===== src/rtl/cordic_packer.sv =====
// Packs the unsigned fixed-point CORDIC X result plus a sign into IEEE-754 single.
// Normalises one bit per cycle, then rounds to nearest-even.
module cordic_packer #(
  parameter int FRAC_BITS = 31
) (
  input  logic        clk,
  input  logic        reset_n,
  input  logic        in_valid,
  output logic        in_ready,
  input  logic [31:0] data_in,
  input  logic        sign_in,
  output logic        out_valid,
  input  logic        out_ready,
  output logic [31:0] result
);

  typedef enum logic [1:0] {
    IDLE,
    NORM,
    ROUND,
    OUT
  } state_t;

  localparam logic [8:0] EXP0 = 9'(158 - FRAC_BITS);

  state_t      state, state_n;
  logic [31:0] mant, mant_n;
  logic [8:0]  expo, expo_n;
  logic        sgn, sgn_n;
  logic [31:0] res, res_n;
  logic        ov, ov_n;

  logic [23:0] m24;
  logic        guard;
  logic        sticky;
  logic        up;
  logic [24:0] sum;
  logic [23:0] m_rnd;
  logic [8:0]  exp_rnd;

  assign m24     = mant[31:8];
  assign guard   = mant[7];
  assign sticky  = |mant[6:0];
  assign up      = guard & (sticky | m24[0]);
  assign sum     = {1'b0, m24} + 25'(up);
  assign m_rnd   = sum[24] ? 24'h800000 : sum[23:0];
  assign exp_rnd = expo + 9'(sum[24]);

  assign in_ready  = (state == IDLE);
  assign out_valid = ov;
  assign result    = res;

  always_ff @(posedge clk or negedge reset_n) begin
    if (!reset_n) begin
      state <= IDLE;
      mant  <= '0;
      expo  <= '0;
      sgn   <= 1'b0;
      res   <= '0;
      ov    <= 1'b0;
    end else begin
      state <= state_n;
      mant  <= mant_n;
      expo  <= expo_n;
      sgn   <= sgn_n;
      res   <= res_n;
      ov    <= ov_n;
    end
  end

  always_comb begin
    state_n = state;
    mant_n  = mant;
    expo_n  = expo;
    sgn_n   = sgn;
    res_n   = res;
    ov_n    = ov;
    unique case (state)
      IDLE: begin
        if (in_valid) begin
          mant_n = data_in;
          expo_n = EXP0;
          sgn_n  = sign_in;
          res_n  = '0;
          // zero skips NORM but still spends one cycle in ROUND
          state_n = (data_in == '0) ? ROUND : NORM;
        end
      end
      NORM: begin
        if (mant[31]) begin
          state_n = ROUND;
        end else begin
          mant_n = mant << 1;
          expo_n = expo - 9'd1;
        end
      end
      ROUND: begin
        if (mant[31]) begin
          mant_n = {m_rnd, 8'h00};
          expo_n = exp_rnd;
          res_n  = {sgn, exp_rnd[7:0], m_rnd[22:0]};
        end else begin
          res_n = '0;
        end
        ov_n    = 1'b1;
        state_n = OUT;
      end
      OUT: begin
        if (out_ready) begin
          ov_n    = 1'b0;
          state_n = IDLE;
        end
      end
      default: state_n = IDLE;
    endcase
  end

endmodule


===== config.mk =====
export PLATFORM = sky130hd
export DESIGN_NAME = cordic_packer
export DESIGN_NICKNAME = d
export VERILOG_FILES = /design/src/rtl/cordic_packer.sv
export SDC_FILE = /design/constraint.sdc
export NUM_CORES = 1
export LEC_CHECK = 0
export ABC_AREA = 0
export ABC_CLOCK_PERIOD_IN_PS = 7000
export CAP_MARGIN = 20
export CORE_UTILIZATION = 35
export DETAILED_ROUTE_END_ITERATION = 8
export PLACE_DENSITY_LB_ADDON = 0.12
export SYNTH_ARGS = -nofsm -noshare
export SYNTH_HDL_FRONTEND = slang
export SYNTH_SLANG_ARGS = --single-unit

===== constraint.sdc =====
create_clock -name clk -period 7 [get_ports clk]
set_input_delay 1.4 -clock clk [delete_from_list [all_inputs] [get_ports clk]]
set_output_delay 1.4 -clock clk [all_outputs]
set_load 0.02 [all_outputs]

# Word-level counts from Yosys, hierarchy flattened
# Index checks and enable logic that the tools add are counted.
# op_classes
reduce_logical,12
n_mux,19
eq_ne,8
addsub,3
bitwise_logic,2
# ops
op,count
2-to-1 mux 32 bit,5
one-hot mux 32 bit (3 select lines),1
one-hot mux 32 bit (2 select lines),1
logical NOT 32 bit,1
2-to-1 mux 9 bit,3
one-hot mux 9 bit (3 select lines),1
adder 24 x 1 -> 25 bit,1
2-to-1 mux 24 bit,1
!= test 2 bit (second input constant),5
adder 9 x 1 -> 9 bit,1
subtractor 9 x 1 -> 9 bit (second input constant),1
2-to-1 mux 2 bit,4
one-hot mux 2 bit (4 select lines),1
AND reduction 2 bit,4
OR reduction 7 bit,1
equality test 2 bit (second input constant),2
AND reduction 4 bit,1
nonzero test 2 bit,2
AND reduction 3 bit,1
nonzero test 3 bit,1
equality test 2 x 1 -> 1 bit (second input constant),1
logical NOT 2 bit,1
one-hot mux 1 bit (2 select lines),1
bitwise AND 1 bit,1
other kinds (2),2
# totals
inputBits,37
reg_bits,77
out_inout_bits,34
wordCells,51

# Logic depth before layout (Yosys ltp)
# Gate-level depths: netlist (run 1).
# logic_depth
depth_word,7
mapped_depth,12
ltp_nobuf,12

# Worst setup path before layout (run 1)
# Ideal clock, no wire load.
# synth_path
path_kind,input to register
startpoint,input in_valid
endpoint,register mant[12]
cell_stages,6
setup_time_ps,94
n_path_buf,2
slack_ps,4378
required_ps,6906
arrival_ps,2528
cell_sequence,nand2b_1 nand3_1 buf_1 clkbuf_1 nor3_1 a211oi_1
# synth_between
elab_chain_len,2
# synth_lines
item,line_no,text
from (decl),8,"input logic in_valid,"
!= test 2 bit (no source line),-,
AND reduction 4 bit (no source line),-,
to (signal assigned),63,mant <= mant_n;
to (decl),27,"logic [31:0] mant, mant_n;"
# No other way between the ends.
# A chain may end at the register's enable or synchronous reset.

# Worst setup path in the final report (run 1)
# layout_path
startpoint,register state[1]
endpoint,output in_ready
# layout_between
elab_chain_len,1
# layout_lines
item,line_no,text
from (decl),26,"state_t state, state_n;"
from (signal assigned),62,state <= state_n;
logical NOT 2 bit,49,assign in_ready = (state == IDLE);
to (decl),9,"output logic in_ready,"
# No other way between the ends.

==> metrics.csv, run 1 <==
metric,value,unit
status,"complete, no violations",
global routing usage on met1,31.7,%
Comb pwr share,55.3,%
Final Setup Violations,0,
Critical Path RT,5.60,ns
asr flop ratio synth,100,%
Yosys top cell by area,dfrtp_1,
clock latency on the worst-skew pair,0.34,ns
gr ovfl total,0,
DR pass1 iterations,5,
H-tree depth,3,
die area,14200,µm²
clock network fraction of total power,14.4,%
DRT iter0 DRCs,307,
highest clock rate,0.309,GHz
CP endpoint kind,output pin,
number of fillers in the final layout,1322,
vias,4365,
post-synthesis mux area share,0.652,%
Critical Path Fanout Max,5,
GR peak layer,met1,
CP startpoint,state[1],
leading post-synthesis cells by cell area,"dfrtp_1 (40%), nand2_1 (6.6%), o21ai_0 (5.5%)",
YS warnings,0,
largest net degree at the start of global routing,77,
Yosys cell types,61,
internal power,1.53,mW
post-synthesis adder-cell area fraction,2.61,%
Synth Area in XOR/XNOR,4.38,%
area of the multi-input gates,2610,µm²
"antenna viol nets, final",0,
CTS sink cnt,76,
Fin Setup TNS,0,ns
Synth Area per Inst,8.46,µm²
initial antenna violation count,0,
met3 global-route usage,2.83,%
residual DRC count,0,
Clock Tree Root,clkbuf_16,
crit start category,flip-flop,
ys flop type,dfrtp_1,
max-slew violation count,0,
flop-to-flop setup slack,3.92,ns
synthesized flop and latch total,76,
Mapped Nets,614,
Ant. Diodes,0,
clk buf depth,2,
FF/Latch Area,1900,µm²
WL per Instance,17.8,µm
TritonCTS clock tree,yes,
Slew HR,46.8,%
VDD IR max,0.537,mV
Synth Area in Compound Gates,22.1,%
Final Skew,0.00710,ns
reg2reg end,expo[7],
vias in the first global route,4222,
Routability Congestion,0.855,
nets@finish,651,
Die W,119,µm
Hold WC Path Type,flip-flop to flip-flop,
CTS resizes,0,
Port Buffer Count,70,
Seq pwr share,30.3,%
Core Box Area,13300,µm²
GRT Util Overall,20.8,%
share of cells above drive strength 1,6.57,%
Worst Tran Pin Value,0.798,ns
fin crit period,3.23,ns
clk slew on worst S/H paths,0.06,ns
worst-case reg-to-reg path depth,11,
final wirelength,14.0,mm
GR met2 Demand/Resource,29.9,%
Max Cap Viol,0,
NetSw,1.43,mW
first-pass GRT wire length,23.2,mm
PwrDens,507,nW/µm²
simple-gate share of the synthesized area,24.6,%
Initial Utilization,36.1,%
largest family of logic cells by synthesized area,simple AND/OR/NAND/NOR gates,
row cnt,42,
number of synthesized flops with an enable pin,0,
"Setup Fix Bufs, Post-CTS",0,
worst setup path endpoint,in_ready,
Leakage,2.25,nW
Post-DP HPWL,9.56,mm
Mapped Area,4790,µm²
Arrival @ worst endpoint,1.83,ns
Hold Slack,0.477,ns
Tcrit/Tclk final,46.2,%
sequential share of the synthesized area,39.7,%
top-area cell type share of the netlist area,39.7,%
RSZ-0062 raised after global routing,false,
"Area growth, synth to finish",21.5,%
hold_buf cts,0,
cts bufs inserted,9,
kind of critical path,flip-flop to output pin,
die height,119,µm
Synth Instances,567,
FF-to-FF Start,mant[8],
Sw Ratio,48.3,%
Fin. Hold Viols,0,
# IOs,71,
vias per cell,5.56,
[synthesized netlist by cell type (3+ instances only)]
master and number:
a211oi_1 10, a21oi_1 28, a221o_1 3, a22o_1 7
a31oi_1 11, and2_1 3, and3_1 3, and4_1 4
buf_1 3, buf_2 12, buf_6 3, clkbuf_1 30
dfrtp_1 76, ha_1 10, inv_1 16, nand2_1 84
nand2b_1 4, nand3_1 12, nand4_1 7, nand4_4 3
nor2_1 29, nor2b_1 13, nor3_1 26, nor4_1 16
o211ai_1 4, o21a_1 4, o21ai_0 53, o22ai_1 6
o2bb2ai_1 6, o31ai_1 13, or3_1 4, xnor2_1 12
xor2_1 12
[worst min path at each step]
stage               startpoint          to  slack, ns  cells after the start
floorplan              mant[0]     mant[0]       0.46                      2
global route         result[7]   result[7]       0.51                      2
detailed placement  result[20]  result[20]       0.47                      2
global placement    result[20]  result[20]       0.46                      2
finish               result[3]   result[3]       0.48                      2
CTS                 result[20]  result[20]       0.48                      2
[stage by stage]
step / setup slack [ns] / power, mW / instances / cell area [µm²] / utilization (%)
global route: 3.68 / 3.21 / 785 / 5830 / 43.8
detailed placement: 3.51 / 2.53 / 768 / 5530 / 41.6
finish: 3.77 / 2.95 / 785 / 5830 / 43.8
CTS: 3.76 / 2.97 / 784 / 5800 / 43.6
floorplan: 4.38 / 2.05 / 567 / 4790 / -
global placement: 3.60 / 2.49 / 768 / 5530 / 41.6
[power by group through the flow]
| stage | clock [mW] | combinational (mW) | sequential, mW |
|---|---|---|---|
| global route | 0.458 | 1.82 | 0.934 |
| finish | 0.426 | 1.63 | 0.894 |
| floorplan | 0 | 1.19 | 0.858 |
| CTS | 0.438 | 1.64 | 0.894 |
| global placement | 0 | 1.60 | 0.894 |
| detailed placement | 0 | 1.63 | 0.898 |
[cell families (layout without fill, tap and decap cells)]
| logic type | Yosys count | in the layout |
|---|---|---|
| AND/OR/NAND/NOR | 225 | 225 |
| XOR/XNOR | 24 | 24 |
| adder cells (fa/ha/maj) | 10 | 10 |
| AO/OA/AOI/OAI | 163 | 163 |
| multiplexers | 3 | 3 |
| buffers and inverters | 66 | 108 |
| flip-flops | 76 | 76 |
[sequential cells by signal, summed over array words and instances, names as in the netlist]
register   cells
mant          32
result        32
expo           8
state          2
out_valid      1
sgn            1
[cell type report]
| cell class | count | area share (%) |
|---|---|---|
| Sequential cell | 76 | 32.6 |
| Timing Repair Buffer | 76 | 13.1 |
| Clock buffer | 11 | 4.17 |
| Clock inverter | 5 | 0.472 |
| Tap cell | 176 | 3.78 |
| Multi-Input combinational cell | 425 | 44.8 |
| Inverter | 16 | 1.03 |
[critical path, cell delays in order (launching register included)]
cell and delay (ns):
dfrtp_1 0.41, inv_1 0.14, ha_1 0.30, clkdlybuf4s50_1 0.64
[metal layers]
layer	wire length, µm	vias to the layer above
met4	193	0
met2	6060	148
met1	6950	2074
met3	800	13
li1	-	2130
met5	0	-
[cells in the final DEF, fill, tap and decap left out, drive strengths merged, types with 11 or more instances in the layout]
master	instances
a21oi	29
a31oi	11
clkbuf	11
clkdlybuf4s50	69
dfrtp	76
inv	16
nand2	84
nand3	12
nand4	12
nor2	29
nor2b	13
nor3	26
nor4	16
o21ai	56
o31ai	13
xnor2	12
xor2	12
Power figures use the tool's default switching activity.
==> inputs of run 2 (changes only) <==
--- a/config.mk
+++ b/config.mk
@@ -6,7 +6,7 @@
 export NUM_CORES = 1
 export LEC_CHECK = 0
 export ABC_AREA = 0
-export ABC_CLOCK_PERIOD_IN_PS = 7000
+export ABC_CLOCK_PERIOD_IN_PS = 3100
 export CAP_MARGIN = 20
 export CORE_UTILIZATION = 35
 export DETAILED_ROUTE_END_ITERATION = 8
==> constraint.sdc (replaced) <==
create_clock -name clk -period 3.1 [get_ports clk]
set_input_delay 0.62 -clock clk [delete_from_list [all_inputs] [get_ports clk]]
set_output_delay 0.62 -clock clk [all_outputs]
set_load 0.02 [all_outputs]
==> run 2 against run 1 <==
Sequential share of layout area shrank 0.64 points. Largest power group unchanged. Final cell count grew 1.3%. Largest cell class unchanged. Worst setup slack lost 3.5 ns. Non-clock buffer count grew 11. Routed wire length grew 1.5%.
==> metrics.csv, run 2 (synthesized netlist as in run 1, its figures left out) <==
metric,value,unit,change
max-slew violation count,0,,unchanged
Critical Path Fanout Max,6,,was 5
NetSw,3.30,mW,was 1.43 mW
Tot Pwr,6.98,mW,was 2.95 mW
slack of the critical path,0.221,ns,was 3.77 ns
FF-to-FF Start,mant[8],,unchanged
Final Setup Violations,0,,unchanged
die height,119,µm,unchanged
GRT Util Overall,20.6,%,was 20.8%
residual DRC count,0,,unchanged
area of the multi-input gates,2620,µm²,was 2610 µm²
Critical Path RT,3.33,ns,was 5.60 ns
reg2reg end,expo[4],,was expo[7]
clock network fraction of total power,15.6,%,was 14.4%
Leakage,2.32,nW,was 2.25 nW
highest clock rate,0.347,GHz,
Hold WC Path Type,primary input to asynchronous set/reset pin,,was flip-flop to flip-flop
row cnt,42,,unchanged
"commonest non-fill, non-tap cell in the layout",nand2_1,,unchanged
crit start category,flip-flop,,unchanged
# IOs,71,,unchanged
Post-DP HPWL,10.1,mm,was 9.56 mm
Core Box Area,13300,µm²,unchanged
RSZ-0062 raised after global routing,false,,unchanged
"Area growth, synth to finish",24.1,%,was 21.5%
WL per Instance,17.9,µm,was 17.8 µm
final wirelength,14.2,mm,was 14.0 mm
FF/Latch Area,1900,µm²,about the same
DR pass1 iterations,5,,unchanged
die area,14200,µm²,unchanged
clock latency on the worst-skew pair,0.34,ns,about the same
Fin Setup TNS,0,ns,unchanged
VDD IR max,0.501,mV,was 0.537 mV
Worst Tran Pin Value,0.630,ns,was 0.798 ns
internal power,3.69,mW,was 1.53 mW
largest net degree at the start of global routing,77,,unchanged
Tcrit/Tclk final,92.9,%,
Routability Congestion,0.836,,was 0.855
cts bufs inserted,9,,unchanged
Fin. Hold Viols,0,,unchanged
first-pass GRT wire length,22.6,mm,was 23.2 mm
Seq pwr share,29.0,%,was 30.3%
Ant. Diodes,0,,unchanged
Hold Slack,0.239,ns,was 0.477 ns
Max Cap Viol,0,,unchanged
flop-to-flop setup slack,0.22,ns,was 3.92 ns
Sw Ratio,47.2,%,was 48.3%
DRT iter0 DRCs,282,,was 307
Arrival @ worst endpoint,3.10,ns,was 1.83 ns
Port Buffer Count,70,,unchanged
CP endpoint kind,flip-flop,,was output pin
clk slew on worst S/H paths,0.06,ns,about the same
vias in the first global route,4147,,"was 4,222"
PwrDens,1170,nW/µm²,was 507 nW/µm²
share of cells above drive strength 1,8.40,%,was 6.57%
"antenna viol nets, final",0,,unchanged
number of fillers in the final layout,1291,,"was 1,322"
Final Skew,0.00687,ns,was 0.00710 ns
Comb pwr share,55.4,%,was 55.3%
post-placement cell count,779,,was 768
"Setup Fix Bufs, Post-CTS",0,,unchanged
initial antenna violation count,0,,unchanged
status,"complete, no violations",,unchanged
vias per cell,5.50,,was 5.56
Non-Filler Instances,795,,was 785
CTS sink cnt,76,,unchanged
clk buf depth,2,,unchanged
gr ovfl total,0,,unchanged
Place WS,0.146,ns,was 3.51 ns
Die W,119,µm,unchanged
TritonCTS clock tree,yes,,unchanged
fin crit period,2.88,ns,
Initial Utilization,36.1,%,unchanged
vias,4369,,"was 4,365"
nets@finish,662,,was 651
kind of critical path,flip-flop to flip-flop,,was flip-flop to output pin
Clock Tree Root,clkbuf_16,,unchanged
worst-case reg-to-reg path depth,12,,was 11
H-tree depth,3,,unchanged
Slew HR,57.6,%,was 46.8%
most frequent cells in the layout,"nand2_1 (84), dfrtp_1 (74), clkdlybuf4s50_1 (69), o21ai_0 (52), nor2_1 (29)",,"was nand2_1 (84), dfrtp_1 (76), clkdlybuf4s50_1 (69), o21ai_0 (53), nor2_1 (29)"
run 2: worst max-delay path by stage:
stage	start	to	slack, ns	cells after the start
5_1_grt	mant[7]	expo[4]	0.02	12
3_5_place_dp	mant[8]	expo[5]	0.15	11
2_1_floorplan	mant[8]	expo[4]	0.51	12
3_3_place_gp	mant[8]	expo[5]	0.27	11
6_report	mant[8]	expo[4]	0.22	12
4_1_cts	mant[7]	expo[5]	0.12	11
run 2: what timing repair did:
item                                    4_1_cts  5_1_grt
endpoints found under the setup margin        0        3
resized for setup                             0        4
hold buffers                                  0        0
run 2: per-layer routing:
metal	up-vias	GRT usage, %	share of wire, %
li1	2139	-	-
met1	2072	30.6	50
met2	142	29.8	43
met3	16	3.93	6.0
met4	0	6.80	1.5
met5	-	0	0
run 2: area by class of cell:
class / instances / share of cell area, %
repair buffers: 87 / 14.2
flip-flops and latches: 76 / 32.0
inverters: 16 / 1.01
multi-input cells: 425 / 44.0
clock inverters: 1 / 0.505
clock buffers: 14 / 4.60
well taps: 176 / 3.70
run 2: metrics by stage:
| step | util [%] | area [µm²] |
|---|---|---|
| 6_report | 44.8 | 5950 |
| 3_3_place_gp | 42.2 | 5610 |
| 3_5_place_dp | 42.2 | 5610 |
| 4_1_cts | 44.5 | 5920 |
| 2_1_floorplan | - | 4790 |
| 5_1_grt | 44.8 | 5950 |
run 2: worst max-delay path, cell delays in order, from the launching register on:
cell	delay (ns)
dfrtp_2	0.40
and2_1	0.14
ha_1	0.22
nand2_1	0.14
or4_4	0.59
nor2_1	0.16
ha_1	0.22
ha_1	0.21
nand3_1	0.10
xnor2_1	0.14
nand2_1	0.09
a21oi_1	0.07
a221o_1	0.27
run 2: power by group through the flow:
stage          sequential, mW  combinational [mW]  clock (mW)
6_report                 2.03                3.87        1.09
5_1_grt                  2.11                4.25        1.15
4_1_cts                  2.01                3.86        1.12
3_5_place_dp             2.02                3.86           0
3_3_place_gp             2.01                3.79           0
2_1_floorplan            1.94                2.69           0
==> RTL edit, RTL diff (flow settings as in run 1) <==
Make the reset (`reset_n`) synchronous in one clocked block.
--- a/src/rtl/cordic_packer.sv
+++ b/src/rtl/cordic_packer.sv
@@ -51,5 +51,5 @@
   assign result    = res;
 
-  always_ff @(posedge clk or negedge reset_n) begin
+  always_ff @(posedge clk) begin
     if (!reset_n) begin
       state <= IDLE;
Behaviour: differs if reset_n is asserted again (counterexample within 4 cycles, from zero or initial values and one cycle with reset_n low); with reset_n held inactive, the same outputs for 10 cycles.
==> RTL edit against run 1 <==
Global-route usage is 0.81 points higher; highest routed layer unchanged; critical path depth up 3; count of clock-buffer cells in the layout up 2; final area down 6.2%; critical path type is now in -> reg; sequential cell count is the same; power down 25%; area after synthesis down 8.0%; wire length decreased by 3.0%; setup slack got worse by 600 ps.
==> RTL edit: results (changes against run 1) <==
status: finished clean
worst setup path endpoint: mant[15]
NonClk Buf Share: 0.136 (+0.00549)
ranking of synthesized cells by area: dfxtp_1, nand2_1, o21ai_0
first-pass GRT wire length: 21.8 mm (-5.9%)
Rel. slew slack: 0.322 (-0.147)
Async S/R FF share, synth: 0 (-1.00)
P_comb: 1.03 mW (-37%)
met3 WL post-DR: 782 um (-2.3%)
worst-path fanout max: 40 (+35)
Worst Hold End: result[24]
Fillers: 1258 (-4.8%)
register area share after synthesis: 0.345 (-0.0519)
M3 GR Usage: 0.0349 (+0.00668)
power share of the sequential group: 0.326 (+0.023)
vias in the first global route: 4108 (-2.7%)
drt pass-1 iters: 4 (-1)
layout multi-input combinational cell count: 427 (+0.47%)
synth cell count leaders: dfxtp_1, nand2_1, o21ai_0, nor2_1, a21oi_1
layout cell share with drive strength beyond 1: 0.0619 (-0.00379)
multi-input gate share of total cell area: 0.480 (+0.0323)
Peak VDD IR: 0.266 mV (-50%)
Area Overhead vs Synth: 23.8%
R2R Setup Slk: 3330 ps (-590 ps)
r2r worst-path depth: 12 (+1)
DR iter-0 viols: 351 (+14%)
Period minus WS final: 3830 ps (+600 ps)
gr usage total: 0.217 (+0.00811)
static leakage: 1.83 nW (-19%)
Post-DP HPWL: 9.82 mm (+2.7%)
routing usage on met1: 0.300 (-0.0172)
==> RTL edit: worst max-delay path: stages <==
cell and delay, ps:
clkdlybuf4s50_1 1140, inv_1 170, buf_4 340, nor2_1 490, a221oi_1 160, a2111oi_0 340
==> RTL edit: cell families (layout without fill, tap and decap cells) <==
| kind of cell | count (synthesis) | after routing | share of synthesized area |
|---|---|---|---|
| XOR/XNOR | 26 | 26 | 0.0516 |
| AND/OR/NAND/NOR | 233 | 233 | 0.280 |
| adder cells (fa/ha/maj) | 10 | 10 | 0.0284 |
| flip-flops | 76 | 76 | 0.345 |
| multiplexers | 1 | 1 | 0.00340 |
| buffers and inverters | 64 | 111 | 0.0618 |
| AO/OA/AOI/OAI | 157 | 157 | 0.230 |
==> RTL edit: through the flow <==
| step | hold slack [ps] | std cells |
|---|---|---|
| floorplan | 437 | 567 |
| global placement | 436 | 766 |
| detailed placement | 447 | 766 |
| CTS | 458 | 782 |
| global route | 479 | 782 |
| finish | 454 | 782 |
